`config.mk`:
```
export PLATFORM = sky130hd
export DESIGN_NAME = uart_tx_fifo
export DESIGN_NICKNAME = d
export VERILOG_FILES = /design/src/rtl/uart_tx_fifo.sv
export SDC_FILE = /design/constraint.sdc
export NUM_CORES = 1
export LEC_CHECK = 0
export CAP_MARGIN = 15
export CORE_ASPECT_RATIO = 0.8
export CORE_MARGIN = 2
export CORE_UTILIZATION = 50
export DETAILED_ROUTE_END_ITERATION = 8
export PLACE_DENSITY = 0.79
export SETUP_SLACK_MARGIN = 0.1
export SYNTH_ARGS = -nofsm -noshare
export SYNTH_HDL_FRONTEND = slang
export SYNTH_SLANG_ARGS = --single-unit
```
`constraint.sdc`:
```
create_clock -name CLK -period 3.07 [get_ports CLK]
set_clock_uncertainty 0.05 [all_clocks]
set_input_delay 0.7675 -clock CLK [delete_from_list [all_inputs] [get_ports CLK]]
set_output_delay 0.7675 -clock CLK [all_outputs]
set_load 0.01 [all_outputs]
```
`src/rtl/uart_tx_fifo.sv`:
```
// Byte FIFO feeding the UART transmitter over a DATA/DATA_READY/IDLE handshake.
// Optional frame-sync header insertion before tagged bytes: define UART_TX_FIFO_SYNC_EN.
module uart_tx_fifo #(
   parameter int unsigned DEPTH_LOG2 = 4,
   parameter logic [7:0]  SYNC0      = 8'hFF,
   parameter logic [7:0]  SYNC1      = 8'h00
) (
   input  logic       CLK,
   input  logic       RST,
   input  logic [7:0] WR_DATA,
   input  logic       WR_EN,
   input  logic       WR_SOF,
   output logic       FULL,
   output logic       EMPTY,
   output logic       OVERFLOW,
   output logic [7:0] TX_DATA,
   output logic       TX_READY,
   input  logic       TX_IDLE
);

   localparam int unsigned DEPTH = 1 << DEPTH_LOG2;
   localparam logic [DEPTH_LOG2:0] FULL_COUNT = (DEPTH_LOG2 + 1)'(DEPTH);
`ifdef UART_TX_FIFO_SYNC_EN
   localparam int unsigned WIDTH = 9;
`else
   localparam int unsigned WIDTH = 8;
`endif

   typedef enum logic [1:0] {S_RUN, S_HDR0, S_HDR1, S_PAY} state_t;

   state_t                state, state_nxt;
   logic [WIDTH-1:0]      mem [DEPTH];
   logic [DEPTH_LOG2-1:0] wr_ptr, rd_ptr;
   logic [DEPTH_LOG2:0]   count;
   logic                  wr_ok, pop, head_sof;
   logic [7:0]            head;
   logic [WIDTH-1:0]      wr_word;

   assign FULL  = (count == FULL_COUNT);
   assign EMPTY = (count == '0);
   // Drop decision uses the registered count, so a same-cycle pop never frees a slot.
   assign wr_ok = WR_EN & ~FULL;
   assign head  = mem[rd_ptr][7:0];

`ifdef UART_TX_FIFO_SYNC_EN
   assign head_sof = mem[rd_ptr][8];
   assign wr_word  = {WR_SOF, WR_DATA};
`else
   logic sof_unused;
   assign sof_unused = WR_SOF;
   assign head_sof   = 1'b0;
   assign wr_word    = WR_DATA;
`endif

   always_ff @(posedge CLK) begin
      if (wr_ok) mem[wr_ptr] <= wr_word;
   end

   always_ff @(posedge CLK) begin
      if (RST) begin
         state    <= S_RUN;
         wr_ptr   <= '0;
         rd_ptr   <= '0;
         count    <= '0;
         OVERFLOW <= 1'b0;
      end else begin
         state <= state_nxt;
         if (wr_ok) wr_ptr <= wr_ptr + 1'b1;
         if (pop)   rd_ptr <= rd_ptr + 1'b1;
         if (wr_ok && !pop)      count <= count + 1'b1;
         else if (!wr_ok && pop) count <= count - 1'b1;
         if (WR_EN && FULL) OVERFLOW <= 1'b1;
      end
   end

   // Tagged head is held in the FIFO through both header bytes, so S_PAY always has data.
   always_comb begin
      state_nxt = state;
      TX_READY  = 1'b0;
      TX_DATA   = head;
      pop       = 1'b0;
      unique case (state)
         S_RUN: begin
            if (!EMPTY) begin
               if (head_sof) begin
                  state_nxt = S_HDR0;
               end else begin
                  TX_READY = 1'b1;
                  pop      = TX_IDLE;
               end
            end
         end
         S_HDR0: begin
            TX_READY = 1'b1;
            TX_DATA  = SYNC0;
            if (TX_IDLE) state_nxt = S_HDR1;
         end
         S_HDR1: begin
            TX_READY = 1'b1;
            TX_DATA  = SYNC1;
            if (TX_IDLE) state_nxt = S_PAY;
         end
         S_PAY: begin
            TX_READY = 1'b1;
            pop      = TX_IDLE;
            if (TX_IDLE) state_nxt = S_RUN;
         end
         default: state_nxt = S_RUN;
      endcase
   end

endmodule

```
### Word level (Yosys, flattened, before mapping)

Memory sizes are Yosys's and may differ from the RTL's. A register that Yosys moved wholly into a read port is not among the register bits.
Index checks and enable logic that the tools add are counted.

| storage, ports and cells | value |
|---|---|
| bits in registers | 16 |
| memory bits (writable) | 128 |
| input port bits | 13 |
| output and inout port bits | 12 |
| memories | 1 |

Memories:

| name | words | bits a word | rd ports | clocked after Yosys merged registers in | wr ports | RTL line | RTL |
|---|---|---|---|---|---|---|---|
| mem | 16 | 8 | 1 | 1 | 1 | 32 | `logic [WIDTH-1:0] mem [DEPTH];` |

| cells by class | value |
|---|---|
| add/subtract/negate cells | 4 |
| eq/ne operators | 7 |
| multiplexer cells | 15 |
| bitwise logic cells | 3 |
| reduce and logical (&&, ||, !) cells | 10 |

Operators by type and width:

| cell | count |
|---|---|
| 8-bit case mux with 2 select lines | 1 |
| 5-bit 2-to-1 mux | 2 |
| 4-bit by 1-bit adder with 4-bit output, second input constant | 2 |
| 4-bit 2-to-1 mux | 2 |
| 2-bit 2-to-1 mux | 3 |
| 2-bit != test, second input constant | 3 |
| 2-bit case mux with 3 select lines | 1 |
| 5-bit by 1-bit adder with 5-bit output, second input constant | 1 |
| 5-bit equality test, second input constant | 1 |
| 5-bit zero test | 1 |
| 5-bit by 1-bit subtractor with 5-bit output, second input constant | 1 |
| 2-bit equality test, second input constant | 2 |
| 1-bit 2-to-1 mux | 4 |
| 1-bit case mux with 2 select lines | 2 |
| 4-bit AND reduction | 1 |
| 1-bit logical AND | 3 |
| 3-bit OR reduction | 1 |
| 2-bit by 1-bit equality test with 1-bit output, second input constant | 1 |
| 1-bit zero test | 2 |
| 2-bit zero test | 1 |
| 1-bit inverter | 2 |
| 2-bit nonzero test | 1 |
| 1-bit AND | 1 |

### Depth between registers and ports, before layout

Gate-level depths: netlist of the first run.

| depth | value |
|---|---|
| depth in word-level cells | 7 |
| mapped depth | 13 |

### Worst setup path after synthesis of the first run

OpenSTA, ideal clock, no wires.

| timing | value |
|---|---|
| path type | input to register |
| from | input port TX_IDLE |
| to | register count[4] |
| arrival | 2758 ps |
| slack | 141 ps |
| stages | 10 |
| path through | inv_1 a2111oi_4 inv_1 ha_1 inv_1 ha_1 a21o_1 a21oi_1 mux2i_1 mux2_2 |

| between the ends | value |
|---|---|
| longest elaborated chain between the ends | 5 |
| elaborated cells between the ends (all ways) | 7 |
| those cells by class | mux: 3; reduce/logical: 4 |

Ends and longest elaborated chain:

| what | RTL line | RTL |
|---|---|---|
| from (decl) | 18 | `input logic TX_IDLE` |
| 1-bit 2-to-1 mux | 84 | `if (!EMPTY) begin` |
| 1-bit case mux with 2 select lines (*) | 82 | `unique case (state)` |
| 1-bit zero test | 70 | `if (wr_ok && !pop) count <= count + 1'b1;` |
| 1-bit logical AND | 70 |  |
| 5-bit 2-to-1 mux / 2-bit nonzero test (equally long branches) | -- |  |
| to (signal assigned) | 70 |  |
| to (signal assigned) | 71 | `else if (!wr_ok && pop) count <= count - 1'b1;` |
| to (decl) | 34 | `logic [DEPTH_LOG2:0] count;` |

Mark *: on every way between the ends. The rest lies on a longest branch, timed or not.
A chain may end at the register's enable or synchronous reset.

==> results.cfg, run 1 <==
[outcome]
outcome = finished, final reports clean

[global_routing]
antenna_found_initial = 0
grt_max_degree = 25
grt_pass1_vias = 3361
overflow = 0
grtUsageTotal = 0.201
grt_pass1_wl_um = 18900

[placed_design]
dp_cells = 539
place.gp.congestion = 0.732
port_buffers = 23
dp.final_hpwl_um = 7720
postPlaceCellArea_sq_um = 6760
pre_cts_slack_ns = -0.332

[layout]
drive_gt1_frac = 0.358
final_util = 0.646
fin_nets = 448
fillCellCount = 766
design_area_sq_um = 7550
area.growth.synth_to_final_pct = 24.2
antennaDiodeCount = 0
layout.cells.non_filler = 581

[synthesis]
ys_warn_count = 0
postSynthCellCount = 341
synth-seq-cells = 148
synth-main-ff-cell = edfxtp_1
avgSynthCellArea_sq_um = 17.8
synth_async_sr_flop_share = 0
yosysTopAreaCell = edfxtp_1
synth_area_sq_um = 6080
synth_common_cells = edfxtp_1 (128), nor2_1 (37), dfxtp_1 (20)
synth_most_common_cell = edfxtp_1
ys_seq_area_frac = 0.698
synth.area.top_cells = edfxtp_1 (63%), mux4_1 (6.9%), dfxtp_1 (6.6%), mux4_2 (5.9%), ha_1 (2.9%)
synth_edf_count = 128
synth_nets = 369
yosys.area.top_type_share = 0.632
yosys.cell_types.count = 32

[drt]
drt_iter0_markers = 251
drt-total-wl_um = 12000
via_per_inst = 5.52
dr_total_vias = 3210
first_pass_iters = 4
route.detailed.drc = 0
drtAntennaViolNets = 0
post_drt_wl_per_cell_um = 20.7

[timing]
holdWs_ns = 0.419
slew_headroom = 0.554
rsz0062_at_grt = yes
fin_tns_setup_ns = 0
timing.fmax_mhz = 332
drv_slew = 0
min_period_ns = 3.01
worst_pin_slew_ns = 0.667
fin_crit_sh = 0.980
worst_slack_ns = 0.0604
finalSetupViolCount = 0
finalHoldViolations = 0

[pwr]
pwr-share-comb = 0.279
pwr-share-seq = 0.388
p_sw_mw = 1.67
finalPower_mw = 6.18
power.density_nw_per_um2 = 819
pwr-share-clk = 0.334
leakage_nw = 2.64
irDropWorstVdd_mv = 0.442
p_sw_frac = 0.271
intPower_mw = 4.51

[floorplanning]
ios = 25
initial_core_util = 0.520
num_rows = 35
die_y_um = 103
fp.dieW_um = 127
dieArea_sq_um = 13100
core_region_area_sq_um = 11700

[cts]
cts-htree-levels = 4
cts_hold_buf = 0
cts_sinks = 148
clk_latency_ns = 0.41
clk_pin_slew_ns = 0.06
cts_made_buffers = 17
clock-root-buffer = clkbuf_16
cts_tree = done
clockBufferDepth = 2

[worst_setup_path]
r2r_cells = 12
cp.buffers_inverters = 2
path_delay_family = multiplexers
critPathLaunchType = flip-flop
required_ns = 2.25
max_stage_delay_ns = 0.59
critPathSlowestCell = mux4_1
regToRegEndpoint = count[4]$_SDFFE_PP0P_
rrSetupSlack_ns = 0.25
crit_chain = clkbuf_16, mux4_1, a22oi_2, nand3_2, buf_6
worstPathMaxFanout = 6
critPathKind = reg -> out
arrival_ns = 2.19
crit_end = TX_DATA[4]
r2r_start = state[0]$_SDFFE_PP0P_
cp_num_cells = 5
endpoint_kind = output pin

[min_path]
min_path_type = reg -> reg
holdCritStartpoint = OVERFLOW$_SDFFE_PP0P_

[job]
maxCapViolations = 0
==> layout by cell type, fill, tap and decap left out, types with 3 or more instances in the layout <==
master,count
edfxtp_1,128
buf_6,7
nor3_1,4
nand3_2,3
mux2_4,6
mux2i_1,4
nand2_1,12
dfxtp_1,19
a22oi_2,7
mux2_2,3
ha_1,11
inv_1,10
mux4_1,3
buf_12,4
buf_4,42
nor2_1,37
xnor2_1,3
buf_2,5
clkinvlp_4,4
clkdlybuf4s50_1,15
xor2_1,6
nand2_2,4
a21oi_1,6
nand3_1,5
nor2b_1,3
inv_8,3
mux4_2,29
clkbuf_16,18
==> metal layers <==
metal | vias to the layer above | wire length [um] | part of all wire | track usage
li1 | 1480 | - | - | -
met5 | - | 0 | 0 | 0
met3 | 6 | 1050 | 0.087 | 0.0576
met2 | 110 | 5900 | 0.49 | 0.322
met1 | 1614 | 4990 | 0.41 | 0.275
met4 | 0 | 108 | 0.0090 | 0.0592
==> flip-flops by register name (all words and copies together) (netlist names), named ones only <==
signal / flops
mem: 128
count: 5
rd_ptr: 4
wr_ptr: 4
state: 2
OVERFLOW: 1
==> kinds of logic after synthesis <==
kind of cell | synth area share
xor gates and xnor gates | 0.0130
DFF | 0.698
AOI/OAI and AO/OA | 0.0257
adders and majority gates | 0.0321
buffers and inverters | 0.0202
and+or+nand+nor | 0.0593
muxes | 0.152
==> cell type report <==
| class | count | area (sq um) | share of cell area |
|---|---|---|---|
| clock buffers | 17 | 425 | 0.0564 |
| clock inverters | 15 | 176 | 0.0234 |
| repair buffers | 75 | 689 | 0.0913 |
| inverters | 10 | 37.5 | 0.00497 |
| flip-flops and latches | 148 | 4250 | 0.563 |
| multi-input cells | 168 | 1790 | 0.237 |
| well taps | 148 | 185 | 0.0245 |
==> worst min path at each step <==
stage                                  to  slack, ns  cells past startpoint
floorplan                       flip-flop       0.43                      2
global placement    OVERFLOW$_SDFFE_PP0P_       0.40                      2
detailed placement  OVERFLOW$_SDFFE_PP0P_       0.41                      2
CTS                 OVERFLOW$_SDFFE_PP0P_       0.43                      2
global route        OVERFLOW$_SDFFE_PP0P_       0.46                      2
finish              OVERFLOW$_SDFFE_PP0P_       0.42                      2
==> tightest hold or removal path: stages (launching register included) <==
cell,delay (ns)
dfxtp_1,0.33
a21oi_1,0.04
nor2_1,0.07
==> power by group through the flow <==
stage	combinational (mW)	clock (mW)	sequential (mW)
floorplan	0.964	0	2.39
global placement	1.44	0	2.41
detailed placement	1.49	0	2.42
CTS	1.60	2.10	2.38
global route	1.88	2.20	2.40
finish	1.72	2.06	2.40
==> what timing repair did <==
action / in CTS / in global routing
gates cloned: 1 / 1
setup endpoints to repair: 8 / 9
buffers inserted: 9 / 0
endpoints found under the hold margin: 0 / 0
pin swaps: 0 / 10
gates resized for setup: 45 / 39
Power figures use the tool's default switching activity.
==> run 2: changes to the inputs <==
--- a/config.mk
+++ b/config.mk
@@ -11,7 +11,8 @@
 export CORE_UTILIZATION = 50
 export DETAILED_ROUTE_END_ITERATION = 8
 export PLACE_DENSITY = 0.79
-export SETUP_SLACK_MARGIN = 0.1
+export SETUP_SLACK_MARGIN = 0.3
 export SYNTH_ARGS = -nofsm -noshare
 export SYNTH_HDL_FRONTEND = slang
 export SYNTH_SLANG_ARGS = --single-unit
+export TNS_END_PERCENT = 1
==> results.cfg, run 2 (synthesized netlist as in run 1, its figures left out) <==
[placed_design]
postPlaceCellArea_sq_um = 6730
dp.final_hpwl_um = 7410
place.gp.congestion = 0.779
dp_cells = 530
port_buffers = 23

[layout]
fin_nets = 443
area.growth.synth_to_final_pct = 25.4
final_cell_mix = edfxtp_1 (128), nor2_1 (37), buf_4 (37)
largest_reg_flops = 128
layout.cells.non_filler = 576
final_util = 0.652
antennaDiodeCount = 0
top_regs = mem: 128 flops, count: 5 flops
design_area_sq_um = 7620
regMostFlops = mem
drive_gt1_frac = 0.353
final_common_cell = edfxtp_1

[timing]
rsz0062_at_grt = yes
min_period_ns = 3.00
timing.fmax_mhz = 333
fin_crit_sh = 0.978
finalHoldViolations = 0
worst_pin_slew_ns = 0.698
holdWs_ns = 0.441
finalSetupViolCount = 0
slew_headroom = 0.533
drv_slew = 0

[drt]
drt-total-wl_um = 12300
first_pass_iters = 4
drtAntennaViolNets = 0
dr_total_vias = 3309
post_drt_wl_per_cell_um = 21.3
via_per_inst = 5.74
route.detailed.drc = 0
drt_iter0_markers = 302

[floorplanning]
initial_core_util = 0.520
dieArea_sq_um = 13100
ios = 25
die_y_um = 103
fp.dieW_um = 127
core_region_area_sq_um = 11700
num_rows = 35

[cts]
clk_pin_slew_ns = 0.06
cts-htree-levels = 4
cts_made_buffers = 17
clockBufferDepth = 2
clock-root-buffer = clkbuf_16
cts_tree = done
cts_sinks = 148
clk_latency_ns = 0.42

[job]
maxCapViolations = 0

[worst_setup_path]
critPathLaunchType = flip-flop
critPathKind = reg -> out
crit_chain = buf_12, buf_16, mux4_2, mux2_4, nand2_2, nand3_2, buf_6
required_ns = 2.25
endpoint_kind = output pin
max_stage_delay_ns = 0.52
cp.buffers_inverters = 3
arrival_ns = 2.18
path_delay_family = multiplexers
critPathSlowestCell = mux4_2
worstPathMaxFanout = 5

[outcome]
outcome = finished, final reports clean

[pwr]
leakage_nw = 2.70
irDropWorstVdd_mv = 0.464
finalPower_mw = 6.42
power.density_nw_per_um2 = 842

[global_routing]
grtUsageTotal = 0.206
grt_pass1_wl_um = 19300
grt_max_degree = 25
antenna_found_initial = 0
overflow = 0
grt_pass1_vias = 3418

[min_path]
min_path_type = reg -> reg
run 2: cell types whose count changed in the layout (fill, tap and decap cells not counted), moves of 4 or more:
cell / delta
mux4_2: -4
mux4_1: +4
buf_12: +4
dfxtp_1: -4
buf_4: -5
buf_6: -4
run 2: cell type report:
type | count | area (sq um)
sequential | 148 | 4260
clock inverter | 14 | 203
timing repair buffer | 70 | 709
tap | 148 | 185
fill | 728 | 4070
multi-input combinational | 168 | 1800
clock buffer | 18 | 429
inverter | 10 | 37.5
run 2: worst paths after layout:
kind / from / endpoint / slack (ns) / depth (start not counted)
hold reg to reg: OVERFLOW$_SDFFE_PP0P_ / OVERFLOW$_SDFFE_PP0P_ / 0.44 / 2
hold / removal: OVERFLOW$_SDFFE_PP0P_ / OVERFLOW$_SDFFE_PP0P_ / 0.44 / 2
setup / recovery: flip-flop / TX_DATA[0] / 0.07 / 7
setup reg to reg: state[0]$_SDFFE_PP0P_ / count[4]$_SDFFE_PP0P_ / 0.43 / 12
run 2: metal layers:
metal,part of all wire,GRT usage,vias to the layer above
met1,0.41,0.266,1667
li1,-,-,1479
met5,0,0,-
met3,0.074,0.0721,18
met2,0.49,0.331,145
met4,0.020,0.0710,0
run 2: per-stage QoR:
stage | setup slack, ns | setup TNS [ns]
floorplan | 0.309 | 0
global placement | -0.0747 | -0.0747
detailed placement | -0.104 | -0.104
CTS | 0.0743 | 0
global route | -0.0320 | -0.0418
finish | 0.0680 | 0
run 2: what timing repair did:
item                                    4_1_cts  5_1_grt
cloned                                        2        0
pin swaps                                     4        8
hold buffers                                  0        0
gates resized for setup                      64       18
buffers inserted                             12        0
endpoints found under the hold margin         0        0
endpoints found under the setup margin       12       14
run 2: power breakdown:
part,internal [mW],leakage (nW),switching [mW]
registers,2.30,1.32,0.0979
logic,1.07,1.08,0.780
clock network,1.37,0.301,0.802
total,4.74,2.70,1.68
run 2: tightest hold or removal path: stages, from the launching register on:
cell and delay [ns]:
dfxtp_1 0.33, a21oi_1 0.05, nor2_1 0.08
==> run 3: changes to the inputs <==
--- a/config.mk
+++ b/config.mk
@@ -12,6 +12,7 @@
 export DETAILED_ROUTE_END_ITERATION = 8
 export PLACE_DENSITY = 0.79
 export SETUP_SLACK_MARGIN = 0.3
+export SKIP_CTS_REPAIR_TIMING = 1
 export SYNTH_ARGS = -nofsm -noshare
 export SYNTH_HDL_FRONTEND = slang
 export SYNTH_SLANG_ARGS = --single-unit
==> results.cfg, run 3 (synthesized netlist as in run 1, its figures left out) <==
[outcome]
outcome = finished, final reports clean

[worst_setup_path]
rrSetupSlack_ns = 0.26
r2r_start = state[0]$_SDFFE_PP0P_
endpoint_kind = output pin
worstPathMaxFanout = 6
r2r_cells = 12
critPathLaunchType = flip-flop
required_ns = 2.25
arrival_ns = 2.22
regToRegEndpoint = count[4]$_SDFFE_PP0P_
critPathKind = reg -> out

[floorplanning]
core_region_area_sq_um = 11700
dieArea_sq_um = 13100
initial_core_util = 0.520
fp.dieW_um = 127
num_rows = 35
ios = 25
die_y_um = 103

[layout]
multi_input_area_sq_um = 1750
largest_reg_flops = 128
final_common_cell = edfxtp_1
fillCellCount = 741
regMostFlops = mem
area.growth.synth_to_final_pct = 23.9
drive_gt1_frac = 0.326
fin_nets = 447
antennaDiodeCount = 0
top_regs = mem: 128 flops, count: 5 flops
final_cell_mix = edfxtp_1 (128), buf_4 (43), nor2_1 (37)
regArea_sq_um = 4250

[pwr]
pwr-share-seq = 0.380
p_sw_mw = 1.64
irDropWorstVdd_mv = 0.441
intPower_mw = 4.65
pwr-share-comb = 0.275
leakage_nw = 2.66
power.density_nw_per_um2 = 836
finalPower_mw = 6.30
p_sw_frac = 0.261
pwr-share-clk = 0.345

[drt]
drt-total-wl_um = 12100
route.detailed.drc = 0
via_per_inst = 5.71
first_pass_iters = 4
drtAntennaViolNets = 0
post_drt_wl_per_cell_um = 20.9
drt_iter0_markers = 250
dr_total_vias = 3310

[cts]
clk_pin_slew_ns = 0.06
cts_tree = done
clockBufferDepth = 2
clk_latency_ns = 0.41
cts_made_buffers = 17
cts-htree-levels = 4
clock-root-buffer = clkbuf_16
cts_sinks = 148

[timing]
slew_headroom = 0.531
worst_pin_slew_ns = 0.701
worst_slack_ns = 0.0371
fin_crit_sh = 0.988
drv_slew = 0
finalSetupViolCount = 0
finalHoldViolations = 0
timing.fmax_mhz = 330
rsz0062_at_grt = yes
min_period_ns = 3.03

[global_routing]
grt_pass1_wl_um = 18000
overflow = 0
grtUsageTotal = 0.191
antenna_found_initial = 0
grt_max_degree = 25
grt_pass1_vias = 3229

[placed_design]
pre_cts_slack_ns = -0.104
port_buffers = 23
dp.final_hpwl_um = 7410
place.gp.congestion = 0.779

[min_path]
holdCritStartpoint = OVERFLOW$_SDFFE_PP0P_
hold-path-cell-count = 2
min_to = OVERFLOW$_SDFFE_PP0P_
min_path_type = reg -> reg

[job]
maxCapViolations = 0
==> run 3: cell count changes in the layout (fill, tap and decap cells not counted), sizes merged <==
cell | before | now
buf | 55 | 53
clkbuf | 18 | 24
clkdlybuf4s50 | 12 | 15
dlymetal6s2s | 3 | 0
==> run 3: per-stage QoR <==
stage,TNS (ns),instances,cell area [sq um],hold WS (ns),utilization
floorplan,0,341,6100,0.435,-
global placement,-0.0747,530,6730,0.399,0.575
detailed placement,-0.104,530,6730,0.413,0.575
CTS,-2.52,562,7360,0.436,0.629
global route,-0.0604,580,7530,0.505,0.644
finish,0,580,7530,0.435,0.644
==> run 3: worst max-delay path by stage <==
stage                          start               endpoint  slack, ns  depth (start not counted)
2_1_floorplan                TX_IDLE  count[4]$_SDFFE_PP0P_       0.31                         10
3_3_place_gp                 TX_IDLE  count[4]$_SDFFE_PP0P_      -0.07                         11
3_5_place_dp                 TX_IDLE  count[4]$_SDFFE_PP0P_      -0.10                         11
4_1_cts        state[0]$_SDFFE_PP0P_             TX_DATA[3]      -0.35                          7
5_1_grt                    flip-flop             TX_DATA[6]      -0.05                          6
6_report                   flip-flop             TX_DATA[6]       0.04                          6
==> run 3: cell type report <==
type / instances / share of cell area
Clock buffer: 18 / 0.0570
Tap cell: 148 / 0.0246
Clock inverter: 14 / 0.0269
Sequential cell: 148 / 0.564
Multi-Input combinational cell: 168 / 0.232
Timing Repair Buffer: 74 / 0.0900
Inverter: 10 / 0.00498
==> run 3: power by group through the flow <==
stage | Clock, mW | Combinational, mW | Sequential [mW]
2_1_floorplan | 0 | 0.983 | 2.39
3_3_place_gp | 0 | 1.45 | 2.41
3_5_place_dp | 0 | 1.49 | 2.42
4_1_cts | 2.20 | 1.51 | 2.37
5_1_grt | 2.28 | 1.87 | 2.41
6_report | 2.17 | 1.73 | 2.39
==> run 3: critical path, stage by stage, from the launching register on <==
cell and delay [ns]:
dfxtp_4 0.42, clkbuf_16 0.17, buf_4 0.12, mux4_1 0.54, a22oi_1 0.25, nand3_2 0.14, buf_6 0.16
==> run 3: metal layers <==
| metal | vias up | share of wire | GRT usage |
|---|---|---|---|
| li1 | 1489 | - | - |
| met1 | 1678 | 0.43 | 0.252 |
| met2 | 132 | 0.49 | 0.308 |
| met3 | 11 | 0.071 | 0.0643 |
| met4 | 0 | 0.011 | 0.0566 |
| met5 | - | 0 | 0 |
